File: src/rtl/dpi_stream_sequencer.sv
// rtl/dpi_stream_sequencer.sv - regex lane front end: save/restore, stream and drain sequencing per packet
// Tracks a per-stream enable mask and seen bitmap and frames each packet for the matcher.
module dpi_stream_sequencer #(
  parameter int          DRAIN_CYCLES = 2,
  parameter logic [63:0] ENABLE_RESET = 64'hFFFF_FFFF_FFFF_FFFF
) (
  input  logic        clk,
  input  logic        rst_n,
  input  logic        in_vld,
  output logic        in_ready,
  input  logic        in_sop,
  input  logic        in_eop,
  input  logic [7:0]  in_data,
  input  logic [5:0]  in_sid,
  input  logic        cfg_wr,
  input  logic [5:0]  cfg_addr,
  input  logic        cfg_en,
  input  logic        cfg_clr_all,
  output logic        load_state,
  output logic [5:0]  stream_id,
  output logic        new_stream_id,
  output logic        enable,
  output logic [7:0]  char_in,
  output logic        char_in_vld,
  output logic        eop,
  output logic        busy,
  output logic [15:0] drop_count
);

  typedef enum logic [2:0] {
    S_IDLE,
    S_LOAD,
    S_WAIT,
    S_STREAM,
    S_DRAIN,
    S_EOP
  } state_t;

  localparam logic [3:0] DRAIN_INIT = 4'(DRAIN_CYCLES);

  state_t      r_state;
  logic [63:0] r_seen;
  logic [63:0] r_mask;
  logic [3:0]  r_drain_cnt;
  logic        r_stream_rdy;
  logic        r_idle_rdy;
  logic        w_stray;

  // Strays must be swallowed in the cycle they appear while a sop beat must be
  // left waiting, so the idle half of in_ready is qualified by the live beat.
  assign w_stray  = r_idle_rdy & in_vld & ~in_sop;
  assign in_ready = r_stream_rdy | w_stray;

  always_ff @(posedge clk or negedge rst_n) begin
    if (!rst_n) begin
      r_state       <= S_IDLE;
      r_drain_cnt   <= '0;
      r_stream_rdy  <= 1'b0;
      r_idle_rdy    <= 1'b0;
      load_state    <= 1'b0;
      stream_id     <= '0;
      new_stream_id <= 1'b0;
      enable        <= 1'b0;
      char_in       <= '0;
      char_in_vld   <= 1'b0;
      eop           <= 1'b0;
      busy          <= 1'b0;
      drop_count    <= '0;
    end else begin
      load_state    <= 1'b0;
      new_stream_id <= 1'b0;
      char_in_vld   <= 1'b0;
      eop           <= 1'b0;
      if (w_stray && drop_count != 16'hFFFF) begin
        drop_count <= drop_count + 16'd1;
      end
      case (r_state)
        S_IDLE: begin
          r_idle_rdy <= 1'b1;
          if (in_vld && in_sop) begin
            r_state       <= S_LOAD;
            r_idle_rdy    <= 1'b0;
            busy          <= 1'b1;
            load_state    <= 1'b1;
            stream_id     <= in_sid;
            new_stream_id <= ~r_seen[in_sid];
            enable        <= r_mask[in_sid];
          end
        end
        S_LOAD: begin
          r_state <= S_WAIT;
        end
        S_WAIT: begin
          r_state      <= S_STREAM;
          r_stream_rdy <= 1'b1;
        end
        S_STREAM: begin
          if (in_vld) begin
            char_in     <= in_data;
            char_in_vld <= 1'b1;
            if (in_eop) begin
              r_state      <= S_DRAIN;
              r_stream_rdy <= 1'b0;
              r_drain_cnt  <= DRAIN_INIT;
            end
          end
        end
        S_DRAIN: begin
          // First DRAIN cycle still shows the last char, then DRAIN_CYCLES idle cycles.
          if (r_drain_cnt == 4'd0) begin
            r_state <= S_EOP;
            eop     <= 1'b1;
          end else begin
            r_drain_cnt <= r_drain_cnt - 4'd1;
          end
        end
        S_EOP: begin
          r_state    <= S_IDLE;
          busy       <= 1'b0;
          r_idle_rdy <= 1'b1;
        end
        default: begin
          r_state <= S_IDLE;
        end
      endcase
    end
  end

  always_ff @(posedge clk or negedge rst_n) begin
    if (!rst_n) begin
      r_seen <= '0;
      r_mask <= ENABLE_RESET;
    end else begin
      if (cfg_wr) begin
        r_mask[cfg_addr] <= cfg_en;
      end
      if (cfg_clr_all) begin
        r_seen <= '0;
      end else if (r_state == S_EOP && enable) begin
        r_seen[stream_id] <= 1'b1;
      end
    end
  end

endmodule

File: config.mk
export PLATFORM = sky130hd
export DESIGN_NAME = dpi_stream_sequencer
export DESIGN_NICKNAME = d
export VERILOG_FILES = /design/src/rtl/dpi_stream_sequencer.sv
export SDC_FILE = /design/constraint.sdc
export NUM_CORES = 1
export LEC_CHECK = 0
export BUFFER_PORTS_ARGS = -buffer_cell sky130_fd_sc_hd__buf_4
export CAP_MARGIN = 20
export CORE_UTILIZATION = 63
export CTS_CLUSTER_DIAMETER = 40
export DETAILED_ROUTE_END_ITERATION = 8
export PLACE_DENSITY_LB_ADDON = 0.12
export SETUP_SLACK_MARGIN = 0.3
export SLEW_MARGIN = 20
export SYNTH_ARGS = -nofsm -noshare
export SYNTH_HDL_FRONTEND = slang
export SYNTH_SLANG_ARGS = --single-unit
export TNS_END_PERCENT = 50
File: constraint.sdc
create_clock -name clk -period 3.87 [get_ports clk]
set_clock_uncertainty 0.05 [all_clocks]
set_input_delay 0.387 -clock clk [delete_from_list [all_inputs] [get_ports clk]]
set_output_delay 0.387 -clock clk [all_outputs]
set_load 0.05 [all_outputs]
* After elaboration in Yosys (flattened, before gate mapping) *
Index checks and enable logic that the tools add are counted.

word-level totals
  register bits after elaboration = 173
  input bits = 28
  logic and storage cells = 91

cells by class
  add/subtract/negate cells = 2
  $lt $le $gt $ge = 5
  equal/unequal tests = 11
  mux-type cells = 35
  bitwise operators = 6
  reduce and logical (&&, ||, !) cells = 17

operators with widths
  kind                     count
  $mux W64                 2
  $bwmux W64               1
  $or A64 B64 Y64          1
  $lt A6 B7 Y1 const B     3
  $add A16 B1 Y16 const B  1
  $mux W1                  16
  $ne A16 B16 Y1 const B   1
  $pmux W3 S5              1
  $bmux W1 S6              2
  $demux W1 S6             2
  $ge A6 B1 Y1 const B     2
  $mux W3                  4
  $mux W4                  3
  $ne A2 B2 Y1 const B     5
  $pmux W4 S2              1
  $reduce_and A4 Y1        2
  $reduce_bool A2 Y1       4
  $eq A3 B2 Y1 const B     2
  $eq A3 B3 Y1 const B     2
  $pmux W1 S2              3
  $reduce_and A2 Y1        3
  $logic_and A1 B1 Y1      5
  $logic_not A4 Y1         1
  $sub A4 B1 Y4 const B    1
  other kinds (6)          8

* Depth between registers and ports, before layout *
  depth in word-level cells = 7
  mapped depth = 8
  gate-level depth less buffers = 7

* Worst setup path after synthesis *
OpenSTA, ideal clock, no wires.

  path type = register to register
  start = register drop_count[4]
  end = register drop_count[14]
  library setup time = 0.143 ns
  arrival time = 2.033 ns
  slack = 1.644 ns
  stages on the path, launching flop included = 6
  clock period less this slack = 2.226 ns
  cell sequence = dfrtp_1 -> and4_1 -> and4_1 -> a311oi_1 -> nand3_1 -> xnor2_1

between the ends
  cells in the longest elaborated chain, start to end = 2
  elaborated cells on any way between the ends = 3
  those cells by class = 1 x add/sub; 1 x eq/ne; 1 x reduce/logical

RTL lines
  what                                                                     RTL line  RTL
  start: declaration                                                       27        output logic [15:0] drop_count
  start signal: assignment                                                 75        drop_count <= drop_count + 16'd1;
  parallel branches: the longest is 2 deep, another holds $add A16 B1 Y16  n/a

Several ways; the timed one is not identified.
A chain may end at the register's enable or synchronous reset.

* Final worst setup path *
  start = register r_state[2]
  end = register r_drain_cnt[2]

between the ends
  cells in the longest elaborated chain, start to end = 3
  elaborated cells on any way between the ends = 8
  those cells by class = 5 x eq/ne; 1 x mux; 2 x reduce/logical

RTL lines
  what                                                                        RTL line  RTL
  start: declaration                                                          41        state_t r_state;
  start signal: assignment                                                    56        r_state <= S_IDLE;
  start signal: assignment                                                    81        r_state <= S_LOAD;
  start signal: assignment                                                    91        r_state <= S_WAIT;
  $eq A3 B3 Y1 / $eq A3 B2 Y1 (equally long branches)                         77        case (r_state)
  $ne A2 B2 Y1 (no source line) / $reduce_bool A2 Y1 (equally long branches)  n/a
  $reduce_and A4 Y1 (no source line)                                          n/a
  end signal: assignment                                                      114       r_drain_cnt <= r_drain_cnt - 4'd1;
  end: declaration                                                            44        logic [3:0] r_drain_cnt;

Parallel ways exist; a longest one is shown, timed or not.

==> reports/qor.txt <==
Status: complete, no violations
EDFF count, synth: 0
WL/cell: 19.2 um
Setup bufs post-CTS: 0
Net count after synthesis: 750
Dpl cell area: 8720 um2
Initial DRT Pass Iterations: 5
Final net count: 792
Clk slew on worst S/H paths: 0.06 ns
# rows: 41
First-pass GRT wire length: 29.4 mm
Post-synthesis async set-or-reset flop share: 1.00
Distinct cells, synth: 48
Global Route Usage Sum: 0.294
Mean Syn Cell Area: 11.4 um2
Post-CTS sizing: 0
DRC: 0
Slew headroom: 0.316
Adder-Cell Fraction of Synth Area: 0.00459
Commonest non-fill, non-tap cell in the layout: nor2_1
GP Congestion: 0.838
Crit path DAT: 2.79 ns
Final setup violation count: 0
Fin. Hold Viols: 0
Max-slew violations: 0
Hold Crit Class: input pin to register
Setup Crit Path Kind: register to register
Post-DP HPWL: 11.5 mm
Post-Route Utilization: 0.738
CTS hold repair buffers: 1
Synth Instances: 719
#FFs+latches synth: 173
I/O pin cnt: 65
Mux contribution to synthesized area: 0.204
CTS tree: done
RSZ-0062 raised after global routing: false
DRT iter0 DRCs: 509
Port Buf Inserts: 64
Slew @ Worst Pin: 1.02 ns
Detailed Route WL: 18.1 mm
Die X: 116 um
Starting Density: 0.648
Clock Sinks: 173
Simple-Gate Fraction of Synth Area: 0.150
Lkg Pwr: 0.00406 uW
Final instance area: 9320 um2
Tcrit/Tclk final: 0.638
Area growth syn-to-layout: 14.0%
Max Cap Violations: 0
Ys flop type: dfrtp_1
Post-synthesis xor/xnor area fraction: 0.0161
Design Power: 5370 uW
Worst-path maximum fanout: 12
CTS Root Cell: clkbuf_16
Critical Path End Type: register
Die ar.: 13400 um2
Most frequent cells in the layout: nor2_1, dfrtp_1, mux2_2
Setup TNS: 0 ns
Area of the core: 12600 um2
Ant diodes: 0
CP Cell Sequence: nand4b_1, inv_1, a22oi_1, or4b_2, nand2_1
Synthesized cell area: 8170 um2
CP max stage delay: 0.66 ns
Startpoint class of the critical path: register
CTS Buf Count: 17
Seq/Total Area, Yosys: 0.540
Main combinational cell family by area after synthesis: multiplexers
Min Tclk post-route: 2.47 ns
Clock Path Buffers: 2
DR vias: 5816
Compound-gate portion of the synthesized area: 0.0597
Largest net degree at the start of global routing: 101
CP required: 4.19 ns
Die height: 116 um
Fmax: 405 MHz
Final ANT Viol Nets: 0
CTS HTree Levels: 4
Gr ovfl total: 0
Synth warn: 0
CP max stage cell: or4b_2
Vias in the first global route: 5753
Pwr Density: 576 nW/um2
Initial antenna violation count: 0
Peak supply drop: 0.000299 V
Post-DR vias/cell: 6.15
Share of cells above drive strength 1: 0.337
Clock Latency Late Sink: 0.43 ns
-- flip-flops by register name, summed over array words and instances, names as in the netlist --
| register | count |
|---|---|
| r_mask | 64 |
| r_seen | 64 |
| drop_count | 16 |
| char_in | 8 |
| stream_id | 6 |
| r_drain_cnt | 4 |
| r_state | 3 |
| busy | 1 |
| char_in_vld | 1 |
| enable | 1 |
| eop | 1 |
| load_state | 1 |
| new_stream_id | 1 |
| r_idle_rdy | 1 |
| r_stream_rdy | 1 |
-- per-stage QoR --
step	std cells	hold slack [ns]	setup WS, ns
finish	946	0.0945	1.40
global route	946	0.0953	1.25
CTS	946	0.0857	1.45
detailed placement	913	0.399	1.33
global placement	913	0.387	1.37
floorplan	719	0.0414	1.64
-- cells in the mapped netlist (all sizes together) (2+ instances only) --
cell,number,area [um2]
a2111oi,2,17.5
a211oi,4,30.0
a21oi,67,335
a311oi,2,17.5
a31oi,2,12.5
and2,3,18.8
and3,3,18.8
and3b,2,17.5
and4,2,17.5
buf,13,65.1
clkbuf,31,116
dfrtp,109,2730
dfstp,64,1680
ha,3,37.5
inv,7,26.3
mux2,72,811
mux2i,9,90.1
mux4,33,769
nand2,53,199
nand2b,4,25.0
nand3,15,75.1
nand3b,4,30.0
nand4,9,56.3
nand4b,2,17.5
nor2,150,563
nor2b,8,50.1
nor3,6,30.0
nor3b,3,22.5
nor4b,2,17.5
o21ai,4,20.0
or3,3,18.8
or3b,3,26.3
xnor2,13,114
xor2,2,17.5
-- logic make-up (layout without fill, tap and decap cells) --
| logic type | after synthesis | after routing |
|---|---|---|
| AOI/OAI and AO/OA | 88 | 88 |
| xor gates and xnor gates | 15 | 15 |
| adders and majority gates | 3 | 3 |
| buffers and inverters | 51 | 106 |
| DFF | 173 | 173 |
| muxes | 114 | 114 |
| and+or+nand+nor | 275 | 275 |
-- power by group --
group          switching (uW)  internal [uW]  total [uW]
registers                 257           2100        2360
logic                     847            456        1300
clock network             670           1030        1700
total                    1770           3590        5370
-- worst paths after layout --
| kind | startpoint | endpoint | slack [ns] | depth (start not counted) |
|---|---|---|---|---|
| worst min register to register | char_in[1]$_DFFE_PN0P_ | char_in[1]$_DFFE_PN0P_ | 0.43 | 2 |
| worst max register to register | r_state[2]$_DFFE_PN0P_ | r_drain_cnt[2]$_DFFE_PN0P_ | 1.40 | 5 |
| worst min-delay path | in_data[1] | char_in[1]$_DFFE_PN0P_ | 0.09 | 3 |
| max in group asynchronous | rst_n | r_mask[10]$_DFFE_PN1P_ | 2.31 | 3 |
| min in group asynchronous | rst_n | drop_count[5]$_DFFE_PN0P_ | 0.50 | 2 |
| worst max-delay path | r_state[2]$_DFFE_PN0P_ | r_drain_cnt[2]$_DFFE_PN0P_ | 1.40 | 5 |
-- final cells by class --
| type | instances | area [um2] |
|---|---|---|
| fill | 862 | 3300 |
| multi-input combinational | 495 | 3550 |
| sequential | 173 | 4410 |
| inverter | 7 | 26.3 |
| clock inverter | 7 | 86.3 |
| timing repair buffer | 67 | 522 |
| tap | 172 | 215 |
| clock buffer | 25 | 505 |
-- metal layers --
metal  up-vias  track usage  wire length, um
li1       2598            -                -
met1      2951        0.392             7650
met2       235        0.476             8950
met3        32       0.0586             1130
met4         0        0.122              419
met5         -            0                0
-- critical path, delay by kind of cell, from the launching register on --
kind | cells | cell delay, ns
simple gates | 3 | 1.22
flops | 1 | 0.49
buf+inv | 1 | 0.41
compound gates | 1 | 0.25
Note: power is estimated with default switching activity, not from simulation.
